### src/rtl/frog_pkg.sv
// Shared types and geometry constants for the frog movement path.
// Direction and hop-state enums, plus the priority picker used on key vectors.
package frog_pkg;

  typedef enum logic [2:0] {
    DIR_NONE,
    DIR_UP,
    DIR_DOWN,
    DIR_LEFT,
    DIR_RIGHT
  } dir_t;

  typedef enum logic [1:0] {
    IDLE,
    HOP,
    COOLDOWN
  } hop_state_t;

  localparam int FROG_STEP_PX = 2;
  localparam int FROG_CELL_PX = 20;

  // Key vector bit order: {right, left, down, up}; up wins, right loses.
  function automatic dir_t prio_dir(input logic [3:0] k);
    dir_t d;
    if (k[0])      d = DIR_UP;
    else if (k[1]) d = DIR_DOWN;
    else if (k[2]) d = DIR_LEFT;
    else if (k[3]) d = DIR_RIGHT;
    else           d = DIR_NONE;
    return d;
  endfunction

endpackage

### src/rtl/tick_prescaler.sv
// Free-running divider producing a registered one-cycle tick every DIV cycles.
// First tick appears DIV cycles after reset release.
module tick_prescaler #(
  parameter int DIV = 500000
) (
  input  logic CLK,
  input  logic RESETn,
  output logic tick
);

  localparam int W = $clog2(DIV);
  localparam logic [W-1:0] LAST = W'(DIV - 1);

  logic [W-1:0] cnt;

  always_ff @(posedge CLK or negedge RESETn) begin
    if (!RESETn) begin
      cnt  <= '0;
      tick <= 1'b0;
    end else begin
      tick <= (cnt == LAST);
      cnt  <= (cnt == LAST) ? '0 : cnt + W'(1);
    end
  end

endmodule

### src/rtl/frog_hop_ctrl.sv
// Turns raw key levels into fixed-length hops with cooldown, auto-repeat and a
// one-deep tap buffer; all state transitions are aligned to the movement tick.
module frog_hop_ctrl
  import frog_pkg::*;
#(
  parameter int TICK_DIV       = 500000,
  parameter int HOP_TICKS      = FROG_CELL_PX / FROG_STEP_PX,
  parameter int COOLDOWN_TICKS = 5
) (
  input  logic CLK,
  input  logic RESETn,
  input  logic key_up,
  input  logic key_down,
  input  logic key_left,
  input  logic key_right,
  input  logic reset_position,
  output logic timer_done,
  output logic up,
  output logic down,
  output logic left,
  output logic right,
  output logic hop_busy,
  output logic hop_done
);

  localparam int MAX_TICKS = (HOP_TICKS > COOLDOWN_TICKS) ? HOP_TICKS : COOLDOWN_TICKS;
  localparam int CW = $clog2(MAX_TICKS + 1);
  localparam logic [CW-1:0] HOP_LAST = CW'(HOP_TICKS - 1);
  localparam logic [CW-1:0] CD_LAST  = CW'(COOLDOWN_TICKS - 1);

  logic [3:0]    keys, sync1, sync2, prev, rise;
  hop_state_t    state_q, state_d;
  dir_t          dir_q, dir_d, pend_q, pend_d;
  logic [CW-1:0] cnt_q, cnt_d;
  logic          done_d;

  tick_prescaler #(.DIV(TICK_DIV)) u_tick (
    .CLK    (CLK),
    .RESETn (RESETn),
    .tick   (timer_done)
  );

  assign keys = {key_right, key_left, key_down, key_up};
  assign rise = sync2 & ~prev;

  always_ff @(posedge CLK or negedge RESETn) begin
    if (!RESETn) begin
      sync1 <= '0;
      sync2 <= '0;
      prev  <= '0;
    end else begin
      sync1 <= keys;
      sync2 <= sync1;
      prev  <= sync2;
    end
  end

  always_comb begin
    state_d = state_q;
    dir_d   = dir_q;
    pend_d  = pend_q;
    cnt_d   = cnt_q;
    done_d  = 1'b0;
    if (reset_position) begin
      state_d = IDLE;
      dir_d   = DIR_NONE;
      pend_d  = DIR_NONE;
      cnt_d   = '0;
    end else begin
      if (pend_q == DIR_NONE && rise != 4'b0) pend_d = prio_dir(rise);
      if (timer_done) begin
        unique case (state_q)
          IDLE: begin
            if (pend_q != DIR_NONE || sync2 != 4'b0) begin
              state_d = HOP;
              dir_d   = (pend_q != DIR_NONE) ? pend_q : prio_dir(sync2);
              pend_d  = DIR_NONE;
              cnt_d   = '0;
            end
          end
          HOP: begin
            // This tick is the last one the position register sees the direction on.
            if (cnt_q == HOP_LAST) begin
              state_d = COOLDOWN;
              dir_d   = DIR_NONE;
              cnt_d   = '0;
              done_d  = 1'b1;
            end else begin
              cnt_d = cnt_q + CW'(1);
            end
          end
          COOLDOWN: begin
            if (cnt_q == CD_LAST) begin
              state_d = IDLE;
              cnt_d   = '0;
            end else begin
              cnt_d = cnt_q + CW'(1);
            end
          end
          default: state_d = IDLE;
        endcase
      end
    end
  end

  always_ff @(posedge CLK or negedge RESETn) begin
    if (!RESETn) begin
      state_q  <= IDLE;
      dir_q    <= DIR_NONE;
      pend_q   <= DIR_NONE;
      cnt_q    <= '0;
      hop_done <= 1'b0;
    end else begin
      state_q  <= state_d;
      dir_q    <= dir_d;
      pend_q   <= pend_d;
      cnt_q    <= cnt_d;
      hop_done <= done_d;
    end
  end

  assign up       = (dir_q == DIR_UP);
  assign down     = (dir_q == DIR_DOWN);
  assign left     = (dir_q == DIR_LEFT);
  assign right    = (dir_q == DIR_RIGHT);
  assign hop_busy = (state_q != IDLE);

endmodule

### config.mk
export PLATFORM = sky130hd
export DESIGN_NAME = frog_hop_ctrl
export DESIGN_NICKNAME = d
export VERILOG_FILES = /design/src/rtl/frog_pkg.sv /design/src/rtl/tick_prescaler.sv /design/src/rtl/frog_hop_ctrl.sv
export SDC_FILE = /design/constraint.sdc
export NUM_CORES = 1
export LEC_CHECK = 0
export CORE_UTILIZATION = 60
export CTS_BUF_LIST = sky130_fd_sc_hd__clkbuf_4
export CTS_CLUSTER_SIZE = 12
export DETAILED_ROUTE_END_ITERATION = 8
export GPL_ROUTABILITY_DRIVEN = 0
export PLACE_DENSITY = 0.78
export SKIP_LAST_GASP = 1
export SYNTH_ARGS = -nofsm -noshare
export SYNTH_HDL_FRONTEND = slang
export SYNTH_HIERARCHICAL = 1
export SYNTH_SLANG_ARGS = --single-unit
### constraint.sdc
create_clock -name CLK -period 2.3 [get_ports CLK]
set_clock_uncertainty 0.1 [all_clocks]
set_input_delay 0.23 -clock CLK [delete_from_list [all_inputs] [get_ports CLK]]
set_output_delay 0.23 -clock CLK [all_outputs]
set_load 0.005 [all_outputs]
After elaboration in Yosys (flattened, before gate mapping)
Index checks and enable logic that the tools add are counted.
{"block": "classes", "addsub": 2, "mul": 0, "div_mod_pow": 0, "n_lt_le_gt_ge": 0, "n_eq_ne": 12, "n_shift": 0, "muxes": 36, "bitwise_logic": 2, "reduce_logical": 14}
{"op": "$mux 3", "count": 18}
{"op": "$mux 4", "count": 5}
{"op": "$add 19x1->19 const B", "count": 1}
{"op": "$eq 19x19->1 const B", "count": 1}
{"op": "$mux 19", "count": 1}
{"op": "$pmux 4 s3", "count": 1}
{"op": "$reduce_bool 4->1", "count": 3}
{"op": "$mux 2", "count": 5}
{"op": "$ne 3x3->1 const B", "count": 3}
{"op": "$reduce_and 4->1", "count": 2}
{"op": "$eq 3x2->1 const B", "count": 2}
{"op": "$pmux 2 s3", "count": 1}
{"op": "$pmux 3 s2", "count": 1}
{"op": "$reduce_bool 3->1", "count": 2}
{"op": "$add 4x1->4 const B", "count": 1}
{"op": "$and 4x4->4", "count": 1}
{"op": "$eq 4x3->1 const B", "count": 1}
{"op": "$eq 4x4->1 const B", "count": 1}
{"op": "$mux 1", "count": 4}
{"op": "$not 4->4", "count": 1}
{"op": "$reduce_bool 2->1", "count": 2}
{"op": "$eq 3x1->1 const B", "count": 1}
{"op": "$eq 3x3->1 const B", "count": 1}
{"op": "$logic_not 3->1", "count": 1}
{"op": "6 further kinds", "count": 6}
{"block": "word_totals", "reg_bits": 45, "latch_bits": 0, "ram_bits": 0, "romBits": 0, "out_inout_bits": 7, "word_cells": 76, "mem_count": 0}

Depth between registers and ports, before layout
{"block": "depth", "ltp_word": 11, "depth_mapped": 7, "ltp_nobuf": 6}

Cells and area by module
Netlist, hierarchy kept.
{"module": "frog_hop_ctrl", "instances": 1, "cells_each": 108, "area_per_inst_um2": 1234.9, "seq_area_each_um2": 625.6}
{"module": "tick_prescaler", "instances": 1, "cells_each": 86, "area_per_inst_um2": 942.2, "seq_area_each_um2": 500.5}

Least setup slack after synthesis
OpenSTA, ideal clock, no wires.
{"block": "synth_path", "path_type": "flip-flop to flip-flop", "from": "register state_q[1]", "to": "register state_q[0]", "setup_ps": 95, "arrival_ps": 1568, "required_time_ps": 2105, "setup_slack_ps": 536, "stages_incl_launch_ff": 8, "path_buffers": 1, "period_less_slack_ps": 1764, "path_cell_list": "dfrtp_1 inv_1 ha_1 buf_2 nor2_1 or3_1 and3_1 o31ai_1"}
{"block": "synth_via", "elab_chain_len": 4, "elab_cells_between_ends": 10, "cone_classes": "eq/ne (5); mux (3); reduce/logical (2)"}
{"item": "from (decl)", "line_no": "frog_hop_ctrl.sv:32", "text": "hop_state_t state_q, state_d;"}
{"item": "from (signal assigned)", "line_no": "frog_hop_ctrl.sv:114", "text": "state_q <= state_d;"}
{"item": "$eq 2x2->1 (tied with other cells)", "line_no": "frog_hop_ctrl.sv:72", "text": "unique case (state_q)"}
{"item": "$pmux 2 s3", "line_no": "frog_hop_ctrl.sv:72"}
{"item": "$mux 2", "line_no": "frog_hop_ctrl.sv:71", "text": "if (timer_done) begin"}
{"item": "$mux 2", "line_no": "frog_hop_ctrl.sv:64", "text": "if (reset_position) begin"}
Several ways; a longest one is shown, not always the timed one. The select of a mux whose other input is x is not followed.
A chain may end at the register's enable or synchronous reset.

Final worst setup path
{"block": "layout_path", "from": "register state_q[0]", "to": "output port hop_busy"}
{"block": "layout_via", "elab_chain_len": 1}
{"item": "$reduce_bool 2->1", "line_no": "frog_hop_ctrl.sv:126", "text": "assign hop_busy = (state_q != IDLE);"}
{"item": "to (decl)", "line_no": "frog_hop_ctrl.sv:22", "text": "output logic hop_busy,"}
Every way passes these cells.

==> impl_metrics.toml <==
[status]
status = "finished, final reports clean"

[cells_and_area]
n_fill_cell = 242
drive_gt1_share_pct = 12.44
area_delta_synth_final_pct = 13.22
stdcell_count = 263
final_net_count = 231
regArea_mm2 = 0.001126
multiInputGateArea_mm2 = 0.001011
diodes = 0

[synth]
syn_nets = 209
synthArstFlopShare_pct = 100.0
syn_area_per_cell_um2 = 11.22
synth_cell_type_count = 52
synth-seq-area-share_pct = 51.72
synth_cells = 194
synth_ff_type = "dfrtp_1"
synthTopCellsByCount = "dfrtp_1, nand2_1, nor2_1, xnor2_1, ha_1"
synthMostInstantiatedCell = "dfrtp_1"
yosysWarnings = 6
synth_area_leaders = "dfrtp_1, ha_1, xnor2_1"
synth_top_cell_by_area = "dfrtp_1"
syn_area_mm2 = 0.002177
ys_ff_latch = 45
synth_top_area_share_pct = 51.72
synth_edf_count = 0

[power_and_ir_drop]
leakage_nw = 1.031
cellPowerDensity_mw_per_mm2 = 572.3
vdd_drop_max_v = 0.0004422

[global_route]
grt_use_total_pct = 23.02
gr-total-overflow = 0
grt_pass1_wl_mm = 7.038
antenna_found_initial = 0
use_met3_pct = 5.331
grt_max_degree = 46
grt-busiest-layer = "met2"
grt.met2_usage_pct = 40.52
use_met1_pct = 26.92
grt_pass1_vias = 1609

[worst_setup_path]
cp.arrival_ns = 1.76
endpoint_kind = "primary output"
path_common_cell = "inv_1"
critical_path.top_delay_family = "buffers and inverters"
start_kind = "register"
path_cells = "inv_1 > ha_1 > inv_1 > clkdlybuf4s50_1"
critPathMaxFanout = 5
cp.required_ns = 1.97
worst-path-buf-inv = 3
critPathSlowestCell = "clkdlybuf4s50_1"
cpPeakStageDelay_ns = 0.45
critPathKind = "register to primary output"

[timing]
final-hold-violation-count = 0
fmax_mhz = 478.5
setup_viol = 0
final.period_utilization_pct = 90.87
max_slew_margin_pct = 63.84
final.setup.tns_ns = 0
rsz0062_at_grt = "false"
timing.final.max_slew_violations = 0
tightest_slew_ns = 0.5424
finalCriticalPeriod_ns = 2.090

[cts]
root_buffer = "clkbuf_4"
clockBufferDepth = 2
cts_buffers = 5
cts.htree.levels = 2
clk_pin_slew_ns = 0.14
cts.sinks = 45
post_cts_resized = 0
clk_latency_ns = 0.36
cts_tree = "yes"

[routing]
via_per_inst = 5.856
drc_errors = 0
first_iter_violations = 125
via_count = 1540
drt_wl_total_mm = 3.798
antenna_left = 0
drtPass1Iterations = 4
wl_per_cell_um = 14.44

[floorplan]
die_area_mm2 = 0.003873
ios = 14
die_w_um = 62.24
rows = 21
start_util_pct = 63.74
die_h_um = 62.24
core-area_mm2 = 0.003416

[place]
placed_cells = 254
portBuffers = 13
hpwlAfterDp_mm = 2.803

[flow_run]
cap_violations = 0

[hold_path]
hold_path_class = "input pin to register"
final timing paths:
| check | cells past startpoint | from | slack (ns) | endpoint |
|---|---|---|---|---|
| worst max-delay path | 4 | state_q[0]$_DFFE_PN0P_ | 0.21 | hop_busy |
| worst min-delay path | 1 | key_right | 0.21 | sync1[3]$_DFF_PN0_ |
| worst max register to register | 6 | state_q[1]$_DFFE_PN0P_ | 0.28 | cnt_q[2]$_DFFE_PN0P_ |
| worst min register to register | 0 | sync1[1]$_DFF_PN0_ | 0.26 | sync2[1]$_DFF_PN0_ |
| max in group asynchronous | 3 | RESETn | 1.35 | u_tick/cnt[13]$_DFF_PN0_ |
| min in group asynchronous | 3 | RESETn | 0.36 | pend_q[0]$_DFF_PN0_ |
kinds of logic after synthesis:
group                    synth area share (%)
AO/OA/AOI/OAI                           9.598
XOR/XNOR                                5.230
buffers and inverters                   1.839
flip-flops                              51.72
AND/OR/NAND/NOR                         25.00
adder cells (fa/ha/maj)                 4.598
multiplexers                            2.011
cells in the final DEF (no fill, tap or decap), types with 2 or more instances in the layout:
cell and n:
o21ai_0 4, nor2_1 12, inv_1 7, nand2_1 12
nor4_1 4, xnor2_1 9, clkbuf_4 5, mux2_1 3
dfrtp_1 45, nor4bb_1 2, nor2b_1 4, and3_1 4
o21ai_1 2, nor3b_1 3, o2bb2ai_1 3, o31ai_1 4
nand2b_1 7, nor3_1 5, a21oi_1 5, ha_1 8
or3_1 3, xor2_1 4, buf_4 4, clkdlybuf4s50_1 12
a31oi_1 3, nand3_1 6, nand4_1 6
report_power, final:
| part | total, mW | internal (mW) | switching [mW] |
|---|---|---|---|
| clock network | 0.471 | 0.225 | 0.246 |
| registers | 0.836 | 0.813 | 0.0237 |
| logic | 0.103 | 0.0528 | 0.0502 |
flip-flops by register name, summed over array words and instances, names as in the netlist:
name / count
cnt_q: 4
dir_q: 3
pend_q: 3
sync2: 4
state_q: 2
u_tick/cnt: 19
sync1: 4
hop_done: 1
u_tick/tick: 1
prev: 4
metal layers:
layer | routed length, um | up-vias
met5 | 0 | -
met4 | 66 | 0
met3 | 100 | 7
li1 | - | 752
met1 | 1681 | 759
met2 | 1950 | 22
through the flow:
stage	setup WS (ns)	utilization, %	cell area (um^2)	hold WS (ns)	power, mW
floorplan	0.5364	-	2177	-0.1656	0.8986
global placement	0.4504	69.56	2376	0.2276	0.9493
detailed placement	0.3023	69.56	2376	0.2355	0.9542
CTS	0.1955	72.16	2465	0.1941	1.430
global route	0.09811	72.16	2465	0.1812	1.477
finish	0.2100	72.16	2465	0.2086	1.411
repair_timing:
action / CTS / global route
buffers inserted: 0 / 0
endpoints found under the hold margin: 45 / 0
hold buffers: 1 / 0
area by class of cell:
| cell class | instances | share of cell area, % |
|---|---|---|
| flip-flops and latches | 45 | 45.69 |
| multi-input cells | 139 | 41.02 |
| repair buffers | 18 | 6.701 |
| well taps | 46 | 2.335 |
| clock inverters | 3 | 1.675 |
| clock buffers | 5 | 1.523 |
| inverters | 7 | 1.066 |
No activity file was read; power rests on OpenSTA's default activity.
